[src/rtl/numled_scan_driver_pkg.sv]
// Shared constants for the NUMLED scan driver: device digit count, scan timing
// defaults and the active-high seven-segment code table ({g,f,e,d,c,b,a}).
package numled_scan_driver_pkg;

  localparam int DEVICE_NUM_NUMLED_EN = 8;
  localparam int SCAN_DIV_DEFAULT     = 100000;
  localparam int GUARD_DEFAULT        = 2;

  typedef logic [6:0] seg_t;

  localparam seg_t SEG_CODE [16] = '{
    7'h3F, 7'h06, 7'h5B, 7'h4F, 7'h66, 7'h6D, 7'h7D, 7'h07,
    7'h7F, 7'h6F, 7'h77, 7'h7C, 7'h39, 7'h5E, 7'h79, 7'h71
  };

endpackage

[src/rtl/numled_scan_driver_hex_decode.sv]
// Combinational hex nibble to active-low seven-segment decode.
module numled_hex_decode
  import numled_scan_driver_pkg::*;
(
  input  logic [3:0] nibble,
  output seg_t       seg
);

  assign seg = ~SEG_CODE[nibble];

endmodule

[src/rtl/numled_scan_driver.sv]
// Eight-digit seven-segment scan driver with frame-aligned shadow loading.
// Optional leading-zero blanking is built when NUMLED_LEADING_ZERO_BLANK_EN is defined.
module numled_scan_driver
  import numled_scan_driver_pkg::*;
#(
  parameter int DIGITS   = DEVICE_NUM_NUMLED_EN,
  parameter int SCAN_DIV = SCAN_DIV_DEFAULT,
  parameter int GUARD    = GUARD_DEFAULT
) (
  input  logic                  clk,
  input  logic                  rst,
  input  logic [4*DIGITS-1:0]   num_in,
  input  logic                  num_we,
  input  logic [DIGITS-1:0]     dp_in,
  output logic [DIGITS-1:0]     led_en,
  output logic                  led_ca,
  output logic                  led_cb,
  output logic                  led_cc,
  output logic                  led_cd,
  output logic                  led_ce,
  output logic                  led_cf,
  output logic                  led_cg,
  output logic                  led_dp,
  output logic                  pending,
  output logic                  frame_done
);

  localparam int CW = $clog2(SCAN_DIV);
  localparam int DW = (DIGITS > 1) ? $clog2(DIGITS) : 1;
  localparam logic [CW-1:0] CNT_MAX = CW'(SCAN_DIV - 1);
  localparam logic [CW-1:0] CNT_PRE = CW'(SCAN_DIV - 2);
  localparam logic [CW-1:0] CNT_GRD = CW'(GUARD);
  localparam logic [DW-1:0] DIG_MAX = DW'(DIGITS - 1);

  logic [CW-1:0]         cnt;
  logic [DW-1:0]         dig;
  logic [4*DIGITS-1:0]   shadow_num, active_num, load_num;
  logic [DIGITS-1:0]     shadow_dp, active_dp;
  logic [DIGITS-1:0]     blank;
  logic                  tick, wrap, load;
  seg_t                  dec_seg, seg_q, seg_nx;
  logic [DIGITS-1:0]     en_nx;
  logic                  dp_nx;

  assign tick     = (cnt == CNT_MAX);
  assign wrap     = tick && (dig == DIG_MAX);
  assign load     = wrap && (num_we || pending);
  assign load_num = num_we ? num_in : shadow_num;

  always_ff @(posedge clk or posedge rst) begin
    if (rst) begin
      cnt <= '0;
      dig <= '0;
    end else begin
      cnt <= tick ? '0 : cnt + CW'(1);
      if (tick) dig <= (dig == DIG_MAX) ? '0 : dig + DW'(1);
    end
  end

  // A write landing on the wrap cycle bypasses the shadow so it is shown immediately.
  always_ff @(posedge clk or posedge rst) begin
    if (rst) begin
      shadow_num <= '0;
      shadow_dp  <= '0;
      active_num <= '0;
      active_dp  <= '0;
      pending    <= 1'b0;
    end else begin
      if (num_we) begin
        shadow_num <= num_in;
        shadow_dp  <= dp_in;
      end
      if (load) begin
        active_num <= load_num;
        active_dp  <= num_we ? dp_in : shadow_dp;
      end
      pending <= wrap ? 1'b0 : (num_we | pending);
    end
  end

`ifdef NUMLED_LEADING_ZERO_BLANK_EN
  function automatic logic [DIGITS-1:0] lz_mask(input logic [4*DIGITS-1:0] v);
    logic still;
    lz_mask = '0;
    still   = 1'b1;
    for (int i = DIGITS - 1; i > 0; i--) begin
      if (still && v[4*i +: 4] == 4'h0) lz_mask[i] = 1'b1;
      else                              still      = 1'b0;
    end
  endfunction

  always_ff @(posedge clk or posedge rst) begin
    if (rst)       blank <= lz_mask('0);
    else if (load) blank <= lz_mask(load_num);
  end
`else
  assign blank = '0;
`endif

  numled_hex_decode u_dec (
    .nibble (active_num[{dig, 2'b00} +: 4]),
    .seg    (dec_seg)
  );

  // Blanked digits stay dark unless their DP is set, which lights the DP alone.
  always_comb begin
    en_nx  = '1;
    seg_nx = '1;
    dp_nx  = 1'b1;
    if (cnt >= CNT_GRD) begin
      dp_nx = ~active_dp[dig];
      if (!blank[dig]) begin
        en_nx  = ~(DIGITS'(1) << dig);
        seg_nx = dec_seg;
      end else if (active_dp[dig]) begin
        en_nx  = ~(DIGITS'(1) << dig);
      end
    end
  end

  always_ff @(posedge clk or posedge rst) begin
    if (rst) begin
      led_en     <= '1;
      seg_q      <= '1;
      led_dp     <= 1'b1;
      frame_done <= 1'b0;
    end else begin
      led_en     <= en_nx;
      seg_q      <= seg_nx;
      led_dp     <= dp_nx;
      frame_done <= (cnt == CNT_PRE) && (dig == DIG_MAX);
    end
  end

  assign {led_cg, led_cf, led_ce, led_cd, led_cc, led_cb, led_ca} = seg_q;

endmodule

[config.mk]
export PLATFORM = sky130hd
export DESIGN_NAME = numled_scan_driver
export DESIGN_NICKNAME = d
export VERILOG_FILES = /design/src/rtl/numled_scan_driver_pkg.sv /design/src/rtl/numled_scan_driver_hex_decode.sv /design/src/rtl/numled_scan_driver.sv
export SDC_FILE = /design/constraint.sdc
export NUM_CORES = 1
export LEC_CHECK = 0
export BUFFER_PORTS_ARGS = -buffer_cell sky130_fd_sc_hd__buf_2
export CORE_MARGIN = 1
export CORE_UTILIZATION = 62
export CTS_CLUSTER_SIZE = 16
export DETAILED_ROUTE_END_ITERATION = 12
export GPL_TIMING_DRIVEN = 0
export PLACE_DENSITY = 0.8
export SETUP_SLACK_MARGIN = 0.1
export SLEW_MARGIN = 25
export SYNTH_ARGS = -nofsm -noshare
export SYNTH_HDL_FRONTEND = slang
export SYNTH_HIERARCHICAL = 1
export SYNTH_SLANG_ARGS = --single-unit
[constraint.sdc]
create_clock -name clk -period 6.3 [get_ports clk]
set_clock_uncertainty 0.1 [all_clocks]
set_input_delay 0.63 -clock clk [delete_from_list [all_inputs] [get_ports clk]]
set_output_delay 0.63 -clock clk [all_outputs]
set_load 0.01 [all_outputs]
==> results by stage, run 1 <==
Global route:
- In the global route stage, met2 resource usage came out at between 40% and 50%.
- The met3 usage is between 6 and 7%.
- For met1 alone, demand over resource in global routing was 33.9%.
- The number of antenna violations at the first check in global routing is 0.
- The final global-route overflow total is 0.
- The wire length of the first global-routing pass is 17.5 mm.
- The largest net degree at the start of global routing is between 60 and 70.
- The overall track demand over capacity in global routing is a little over a quarter.
- The global-route layer with the greatest usage is met2.
- The number of global-route vias before repair is around 3.6k.

Pwr:
- The total power density per cell area is a little under 300 nW/um^2.
- The worst-case vdd ir drop is between 0.2 and 0.25 mV.
- The leakage power is roughly 3.0 nW.
- The combinational cell fraction of total power is between 3 and 4%.
- The clock power share is 53.7%.
- The share of total power consumed by net switching is 19.6%.
- The switching component of the power is about 0.00037 W.
- Per report_power, the sequential group accounts for between 40% and 50% of the total.
- The internal portion of the total power is around 0.0015 W.

Drt:
- The post-detailed-route count of antenna-violating nets is 0.
- The number of detailed-routing iterations run before antenna repair is 8.
- The violation count after the first detailed-route iteration is 210.
- The average vias per placed instance is approximately 5.7.
- Summed over all layers, the routed wires come to around 10 mm.
- After detailed routing, the average wire length per cell comes to approximately 18 um.
- Summing over every cut layer, the via total after detailed routing is between 3k and 4k.
- In the routed design, unresolved DRC markers number 2.

Critical path:
- Among cell families on the critical path, the largest total delay comes from simple AND/OR/NAND/NOR gates.
- The biggest cell delay along the critical path is between 0.5 and 0.6 ns.
- The endpoint kind of the worst setup timing path is a register.
- Counting both buffers and inverters, the worst setup path holds a total of 2.
- The kind of start point of the critical path is a register.
- For the worst setup path, the data required time is around 6.7 ns.
- The cell type with the highest occurrence count on the critical path is sky130_fd_sc_hd__nand2_1.
- Data arrives at the worst endpoint at around 3.3 ns.
- The signal on the critical path passes through buf_2 > mux4_2 > nand2_1 > nand2_1 > inv_1 > ha_1 > nor2b_1 > or3b_1 > o21ai_1 > nand2b_1.
- The cell with the biggest individual delay on the critical path is sky130_fd_sc_hd__mux4_2.
- The worst-path maximum fanout is 10.
- The worst setup path is of the reg -> reg kind.

Timing:
- In this run the tightest slew margin relative to its limit is between 50 and 60%.
- The upper clock frequency limit is approximately 0.34 GHz.
- At the pin with the least slew margin, the transition time is ~0.68 ns.
- The time the worst path needs with I/O delays and setup is around 2.9 ns.
- The hold violation total from the final report is 0.
- The sum of negative setup slack is 0 ns.
- The final critical-path share of the clock period is between 40% and 50%.
- The number of setup violations in the final report is 0.
- The final number of max-transition violations was 0.
- Setup repair after global routing left no endpoint under its margin.

Clock tree:
- The number of clock sinks seen by CTS is between 100 and 150.
- The tree is rooted in a sky130_fd_sc_hd__clkbuf_8.
- The post-cts sizing count is 0.
- Clock latency on the worst-skew pair, taken at its later pin, is approximately 0.51 ns.
- The post-CTS setup buffer count is 0.
- The number of buffers created by CTS is 17.
- The maximum root-to-sink buffer count is 2.
- TritonCTS built the clock tree.
- After clock tree synthesis, the clock-pin slew on the worst setup and hold paths is 0.06 ns.
- Hold repair after CTS inserted 0 buffers.
- The number of levels the H-tree was split into is 4.

Synth:
- By area the synthesized netlist is led by sky130_fd_sc_hd__dfrtp_1 49%, sky130_fd_sc_hd__mux2_2 17%, sky130_fd_sc_hd__dfstp_2 8.0%.
- The sequential element share of the synthesized area is 56.8%.
- The synthesized netlist devotes about 2.5% of its cell area to XOR and XNOR gates.
- Yosys printed 6 warnings.
- The biggest area contributor in the post-synthesis netlist is sky130_fd_sc_hd__dfrtp_1.
- The synthesized netlist contains 47 unique library cells.
- The adder-cell share of the synthesized area is under 10%.
- Summing the areas of all and, or, nand and nor instances in the mapped netlist gives about a tenth of the synthesized area.
- The total standard cell area after synthesis is ~5200 um^2.
- The synthesized area divided by synthesized cell count is around 14 um^2.
- After synthesis, the share of cell area in mux cells is 22.4%.
- In this run, synthesis produced a sequential element count of roughly 120.
- Synthesis produced a netlist with a net count of 436.
- After synthesis, the largest area contributor takes up 48.7% of total cell area.
- The number of instances in the synthesized netlist is 379.
- Summing the areas of all compound-gate instances in the mapped netlist gives roughly 1.6% of the synthesized area.
- The largest family of logic cells by synthesized area is multiplexers.

Status:
- The checks that failed: DRC.
- The flow ran to the end, but the final reports show violations.

Placement:
- Summing all placed instances gives a cell area of 5700 um^2.
- At the end of routability-driven placement, the weighted congestion stood at between 0.9 and 1.
- The count of placed standard cells including taps is roughly 540.
- During placement, the flow inserted port buffers numbering 59.
- The detailed-placement wirelength estimate is around 6.8 mm.

Hold path:
- The class of the worst hold path is in -> async.

Layout:
- The sequential standard cell area is 2970 um^2.
- Of the cells placed in the final design, the portion with a size suffix greater than 1 is a little under half.
- For this run, the post-layout net count is slightly above 500.
- Once layout is complete, the utilization of the core stands at between 70% and 80%.
- The library cells used most frequently in the layout, excluding fill and tap cells, are 102 x sky130_fd_sc_hd__dfrtp_1, 78 x sky130_fd_sc_hd__mux2_2, 62 x sky130_fd_sc_hd__buf_2.
- The number of antenna repair diodes is 0.
- Leaving out fill and tap cells, the most frequent cell in the layout is sky130_fd_sc_hd__dfrtp_1.
- The relative area change from synthesis to final layout is 20.6%.
- The number of filler instances in the final layout is 494.
- Leaving out filler cells and counting taps, the final layout contains around 580.
- Summing all multi-input logic gate instances after layout gives roughly 2100 um^2.
- The final design area excluding fillers is between 6000 and 7000 um^2.

Floorplan:
- The floorplan die width is approximately 94 um.
- The initial utilization of the core area, before any placement, comes to about 64%.
- The chip height is between 90 and 100 um.
- The number of top-level pins is 61.
- The area of the placeable core is approximately 8200 um^2.
- The die area is roughly 8800 um^2.
- The number of core rows is 33.

Run:
- Max-cap violations in this run came to 0.
==> cell type report <==
class | instances | area share, %
Sequential cell | 118 | 47.0
Multi-Input combinational cell | 231 | 33.1
Clock buffer | 23 | 7.54
Timing Repair Buffer | 60 | 5.11
Clock inverter | 8 | 2.30
Buffer | 22 | 2.28
Tap cell | 105 | 2.08
Inverter | 8 | 0.554
==> final timing paths <==
kind                                                from                    endpoint  slack, ns  depth (start not counted)
worst max-delay path                  dig[0]$_DFFE_PP0N_          seg_q[0]$_DFF_PP1_       3.39                         10
worst min-delay path                                 rst  active_num[30]$_DFFE_PP0P_       0.07                          2
worst max register to register        dig[0]$_DFFE_PP0N_          seg_q[0]$_DFF_PP1_       3.39                         10
worst min register to register  shadow_num[28]$_DFF_PP0_    shadow_num[28]$_DFF_PP0_       0.39                          1
max in group asynchronous                            rst         led_en[1]$_DFF_PP1_       5.32                          3
min in group clk                              num_in[22]    shadow_num[22]$_DFF_PP0_       0.26                          2
==> power by group through the flow <==
stage          registers (W)  clock network (W)  logic [W]
2_1_floorplan       0.000801                  0  0.0000462
3_3_place_gp        0.000802                  0  0.0000678
3_5_place_dp        0.000805                  0  0.0000729
4_1_cts             0.000792            0.00101  0.0000738
5_1_grt             0.000794            0.00104  0.0000808
6_report            0.000792            0.00100  0.0000726
==> worst register-to-register path, cell delays in order, from the launching register on <==
cell	delay (ns)
sky130_fd_sc_hd__dfrtp_1	0.45
sky130_fd_sc_hd__buf_2	0.38
sky130_fd_sc_hd__mux4_2	0.59
sky130_fd_sc_hd__nand2_1	0.10
sky130_fd_sc_hd__nand2_1	0.15
sky130_fd_sc_hd__inv_1	0.18
sky130_fd_sc_hd__ha_1	0.25
sky130_fd_sc_hd__nor2b_1	0.09
sky130_fd_sc_hd__or3b_1	0.38
sky130_fd_sc_hd__o21ai_1	0.08
sky130_fd_sc_hd__nand2b_1	0.11
==> flip-flops by register name, indices dropped and copies added, names as in the netlist, 3 cells and up <==
name and cells:
active_dp 8, active_num 32, shadow_dp 8, led_en 8, dig 3, seg_q 7, shadow_num 32, cnt 17
==> cells in the mapped netlist (all sizes together) <==
master	instances
nor3	5
mux2i	2
xnor2	8
a32o	1
a21oi	3
and4	1
a31oi	1
nor2b	2
clkbuf	9
xor2	7
or4	2
o21ai	3
nand2b	8
nand3	14
nand4	9
dfrtp	102
ha	14
inv	7
nand2	25
buf	13
nor4	7
clkinv	1
a22o	2
mux2	80
and3	3
or3b	1
dfstp	16
and2	1
or4b	1
o211ai	1
nor2	16
mux4	11
nand4b	1
o32ai	1
nand3b	1
==> stage by stage <==
step / power [W] / hold WS (ns) / setup WS (ns)
after floorplan: 0.000847 / 0.353 / 2.47
after global placement: 0.000870 / 0.368 / 1.39
after detailed placement: 0.000878 / 0.384 / 3.44
after CTS: 0.00188 / 0.0859 / 3.36
after global routing: 0.00192 / 0.122 / 3.22
final: 0.00187 / 0.0692 / 3.39
==> layer usage <==
layer  share of wire, %  wire [um]  vias to the layer above
met5                  0          0                        -
met4                2.4        251                        0
met3                4.5        470                       25
met2                 52       5490                       98
met1                 41       4250                     1664
li1                   -          -                     1497
==> cell families (layout without fill, tap and decap cells) <==
| logic type | after synthesis | count (layout) |
|---|---|---|
| xor gates and xnor gates | 15 | 15 |
| buffers and inverters | 30 | 121 |
| adders and majority gates | 14 | 14 |
| and+or+nand+nor | 97 | 97 |
| AOI/OAI and AO/OA | 12 | 12 |
| DFF | 118 | 118 |
| muxes | 93 | 93 |
Note: power is estimated with default switching activity, not from simulation.
==> run 2: changes to the inputs <==
--- a/config.mk
+++ b/config.mk
@@ -5,13 +5,14 @@
 export SDC_FILE = /design/constraint.sdc
 export NUM_CORES = 1
 export LEC_CHECK = 0
+export ABC_AREA = 1
 export BUFFER_PORTS_ARGS = -buffer_cell sky130_fd_sc_hd__buf_2
 export CORE_MARGIN = 1
-export CORE_UTILIZATION = 62
+export CORE_UTILIZATION = 59
 export CTS_CLUSTER_SIZE = 16
 export DETAILED_ROUTE_END_ITERATION = 12
 export GPL_TIMING_DRIVEN = 0
-export PLACE_DENSITY = 0.8
+export PLACE_DENSITY = 0.76
 export SETUP_SLACK_MARGIN = 0.1
 export SLEW_MARGIN = 25
 export SYNTH_ARGS = -nofsm -noshare
==> constraint.sdc (replaced) <==
create_clock -name clk -period 2.9 [get_ports clk]
set_clock_uncertainty 0.1 [all_clocks]
set_input_delay 0.29 -clock clk [delete_from_list [all_inputs] [get_ports clk]]
set_output_delay 0.29 -clock clk [all_outputs]
set_load 0.01 [all_outputs]
==> run 2 against run 1 <==
Compared with the run above: clock power up 100%; non-clock buffer count is 58 higher; wire length rose by 36%; sequential share of layout area fell by 6.1 points; total power is 110% higher; core utilization grew 0.51 points; setup slack got worse by 3.1 ns; highest routed layer unchanged; the run now ends clean; synthesized area grew 9.3%; cell count increased by 65%; largest cell class unchanged; fmax increased by 13%.
==> results by stage, run 2 <==
Synth:
- The parity-gate share of the synthesized area counting xor and xnor cells is 1.53% (-0.98 points).
- The adder-cell share of the synthesized area came to 3.06% (-0.28 points).
- The most common cell in the synthesized netlist is sky130_fd_sc_hd__nand2_1.
- The number of synthesized flops with an enable pin is 0 (unchanged).
- The fraction of synthesized area in multiplexers is 0% (-22 points).
- By area, the combinational part of the netlist is dominated by simple AND/OR/NAND/NOR gates.
- The share of synthesized flip-flops with an asynchronous set or reset is 100% (unchanged).
- The total standard cell area after synthesis is 5720 um^2 (+9.3%).
- The net count after synthesis is 740 (+70%).
- The sequential element share of the synthesized area is 51.9% (-4.8 points).
- The post-synthesis share of cell area spent on and, or, nand and nor gates is 31.7% (+22 points).
- The number of instances in the synthesized netlist came to 683 (+80%).
- The number of register bits inferred by synthesis is 118 (unchanged).
- In the synthesized netlist the dominant register cell turns out to be sky130_fd_sc_hd__dfrtp_1.
- The complex-gate fraction of the synthesized area was 3.76% (+2.2 points).
- The synthesized area divided by synthesized cell count is 8.38 um^2 (-39%).
- The cell accounting for the most synthesized area is sky130_fd_sc_hd__dfrtp_1.
- The count of different cell masters after synthesis is 35 (-26%).
- The total of warnings raised by yosys is 6 (unchanged).
- Ranked by total cell area, the synthesized netlist is headed by sky130_fd_sc_hd__dfrtp_1 45%, sky130_fd_sc_hd__nand2_1 18%, sky130_fd_sc_hd__dfstp_2 7.3%.
- The area fraction of the dominant cell type after synthesis is 44.6% (-4.1 points).
- The commonest cells after synthesis are 276 x sky130_fd_sc_hd__nand2_1, 102 x sky130_fd_sc_hd__dfrtp_1, 57 x sky130_fd_sc_hd__nor2_1, 42 x sky130_fd_sc_hd__inv_1, 41 x sky130_fd_sc_hd__nand4_1.

Floorplan:
- The die area came to 10100 um^2 (+15%).
- The initial core utilization is 61.4% (-2.7 points).
- The number of core rows is 35 (+6.1%).
- The floorplan die width came to 101 um (+7.0%).
- The number of top-level pins is 61 (unchanged).
- The chip height is 101 um (+7.0%).
- The area of the placeable core is 9330 um^2 (+14%).

Drt:
- The number of detailed-routing iterations run before antenna repair came to 5 (-3).
- The post-detailed-route count of antenna-violating nets came to 0 (unchanged).
- The total wirelength of the detailed-routed design is 14.2 mm (+36%).
- The routed length per placed instance came to 15.0 um (-18%).
- The total DRC errors in the routed layout is 0 (-2).
- The wire length the detailed router placed on met1 is 6.10 mm (+43%).
- The violation count after the first detailed-route iteration is 318 (+51%).
- After detailed routing, no signal wire sits above met4.
- The average vias per placed instance is 5.22 (-8.6%).
- The met3 wire length came to 621 um (+32%).
- The total via count after detailed routing is 4948 (+51%).
- The routed length on met2 is 7.14 mm (+30%).

Layout:
- Leaving out fill and tap cells, the most frequent cells in the layout are 276 x sky130_fd_sc_hd__nand2_1, 102 x sky130_fd_sc_hd__dfrtp_1, 60 x sky130_fd_sc_hd__buf_2.
- The fraction of layout instances using a drive strength above 1 is 18.3% (-28 points).
- The number of filler instances in the final layout is 631 (+28%).
- The number of non-filler instances in the completed layout is 948 (+65%).
- In the final layout, the registers with the most flip-flops are active_num (32), shadow_num (32), cnt (17).
- The leading cell type in the layout, fill and taps excluded is sky130_fd_sc_hd__nand2_1.
- The relative area change from synthesis to final layout is 26.8%.
- The number of antenna repair diodes is 0 (unchanged).
- The net total in the final layout is 863 (+68%).

Pwr:
- The total power density per cell area is 541 nW/um^2 (+83%).
- The leakage power is 3.83 nW (+29%).
- The worst-case vdd ir drop is 0.519 mV (+120%).

Timing:
- The worst slew margin relative to its limit was 60.0% (+5.2 points).
- The sum of negative setup slack came to 0 ns (unchanged).
- The worst-margin pin slew came to 0.600 ns (-0.0781 ns).
- The time the worst path needs with I/O delays and setup is 2.56 ns (-0.345 ns).
- The hold violation total from the final report came to 0 (unchanged).
- Setup repair after global routing left no endpoint under its margin.
- The upper clock frequency limit is 0.390 GHz (+13%).
- The number of setup violations in the final report was 0 (unchanged).
- The final number of max-transition violations is 0 (unchanged).
- The final critical-path share of the clock period is 88.4% (+42 points).

Clock tree:
- CTS placed an instance of sky130_fd_sc_hd__clkbuf_8 at the clock tree root.
- The number of clock sinks seen by CTS is 118 (unchanged).
- The number of buffers created by CTS is 17 (unchanged).
- The clock edge transition at the registers on the reported setup and hold paths is 0.06 ns (about the same).
- The clock insertion delay at the later pin of the skew report is 0.54 ns (+0.03 ns).
- The maximum root-to-sink buffer count is 2 (unchanged).
- The CTS tree is done.
- The post-CTS setup buffer count came to 0 (unchanged).
- The number of levels the H-tree was split into is 4 (unchanged).

Critical path:
- The worst endpoint data arrival time came to 2.93 ns (-0.33 ns).
- The endpoint kind of the worst setup timing path is a register.
- The worst-path maximum fanout is 10 (unchanged).
- The worst reg-to-reg path cell count is 14 (+4).
- The required time reported for the critical path endpoint is 3.27 ns (-3.38 ns).
- The start-to-end type of the worst setup path is reg -> reg.
- The kind of start point of the critical path is a register.

Placement:
- The final weighted congestion in routability-driven placement is 0.855 (-5.6%).
- The detailed-placement wirelength estimate is 9.02 mm (+33%).
- The count of placed standard cells including taps is 875 (+61%).
- The count of buffers from port buffering was 59 (unchanged).

Run:
- The max-capacitance violation count came to 0 (unchanged).

Global route:
- The largest net degree at the start of global routing is 34 (-45%).
- The overall track demand over capacity in global routing came to 31.1% (+4.1 points).
- The number of global-route vias before repair is 4927 (+38%).
- The wire length of the first global-routing pass came to 23.4 mm (+34%).
- The final global-route overflow total is 0 (unchanged).
- The number of antenna violations at the first check in global routing is 0 (unchanged).

Status:
- The run finished with clean final reports.

Hold path:
- The class of the worst hold path is in -> async.
[run 2: cell types whose count changed after synthesis, sizes merged, moves of 11 or more]
cell | before | now
nand3 | 14 | 25
o21ai | 3 | 27
mux2 | 80 | 0
mux4 | 11 | 0
nor2 | 16 | 63
nand2 | 25 | 280
nand4 | 9 | 42
inv | 7 | 46
[run 2: worst paths after layout]
check                                             start                 endpoint  slack [ns]
worst max-delay path                 dig[1]$_DFFE_PP0N_       seg_q[3]$_DFF_PP1_        0.34
worst min-delay path                                rst   shadow_dp[6]$_DFF_PP0_        0.20
worst max register to register       dig[1]$_DFFE_PP0N_       seg_q[3]$_DFF_PP1_        0.34
worst min register to register  shadow_num[4]$_DFF_PP0_  shadow_num[4]$_DFF_PP0_        0.37
max in group asynchronous                           rst         led_dp$_DFF_PP1_        1.75
min in group clk                shadow_num[4]$_DFF_PP0_  shadow_num[4]$_DFF_PP0_        0.37
[run 2: report_power, final]
group | leakage [nW] | total, W | switching (W) | internal, W
Clock | 0.259 | 0.00200 | 0.000814 | 0.00119
Sequential | 1.50 | 0.00171 | 0.0000158 | 0.00170
Combinational | 2.07 | 0.000213 | 0.000119 | 0.0000937
Total | 3.83 | 0.00393 | 0.000949 | 0.00298
[run 2: cell families (layout without fill, tap and decap cells)]
kind of cell | count (synthesis) | count (layout)
buffers and inverters | 82 | 218
adders and majority gates | 14 | 14
xor gates and xnor gates | 10 | 10
AOI/OAI and AO/OA | 40 | 40
DFF | 118 | 118
and+or+nand+nor | 419 | 419
[run 2: per-stage QoR]
stage | util [%] | worst slack, ns | hold slack [ns] | power (W) | cell area [um^2]
floorplan | - | 0.861 | 0.322 | 0.00183 | 5730
global placement | 66.3 | 0.410 | 0.355 | 0.00188 | 6180
detailed placement | 67.3 | 0.444 | 0.206 | 0.00190 | 6280
CTS | 77.8 | 0.391 | 0.196 | 0.00392 | 7260
global route | 77.8 | 0.102 | 0.222 | 0.00405 | 7260
finish | 77.8 | 0.336 | 0.198 | 0.00393 | 7260
[run 2: repair_timing]
item | 4_1_cts | 5_1_grt
gates resized for setup | 0 | 3
endpoints found under the setup margin | 0 | 1
hold buffers | 41 | 0
hold endpoints to repair | 72 | 0
[run 2: metal layers]
metal	GRT usage, %	up-vias
met5	0	-
met4	15.5	0
met3	6.52	36
met2	52.2	159
met1	38.4	2336
li1	-	2417
[run 2: cell type report]
class	count	area [um^2]	area share [%]
Buffer	36	279	3.84
Clock buffer	19	442	6.09
Clock inverter	13	124	1.71
Inverter	46	184	2.53
Multi-Input combinational cell	483	2290	31.6
Sequential cell	118	2970	41.0
Tap cell	129	161	2.22
Timing Repair Buffer	104	801	11.0
[run 2: worst max-delay path, stage by stage (launching register included)]
cell                      delay (ns)
sky130_fd_sc_hd__dfrtp_1        0.47
sky130_fd_sc_hd__buf_1          0.42
sky130_fd_sc_hd__o21ai_0        0.16
sky130_fd_sc_hd__o22ai_1        0.25
sky130_fd_sc_hd__nand2_1        0.09
sky130_fd_sc_hd__nand2_1        0.17
sky130_fd_sc_hd__inv_1          0.13
sky130_fd_sc_hd__ha_1           0.32
sky130_fd_sc_hd__inv_1          0.07
sky130_fd_sc_hd__nand2_1        0.04
sky130_fd_sc_hd__nand2_1        0.08
sky130_fd_sc_hd__nand2_1        0.05
sky130_fd_sc_hd__nand2_1        0.05
sky130_fd_sc_hd__inv_1          0.03
sky130_fd_sc_hd__nand2_1        0.05
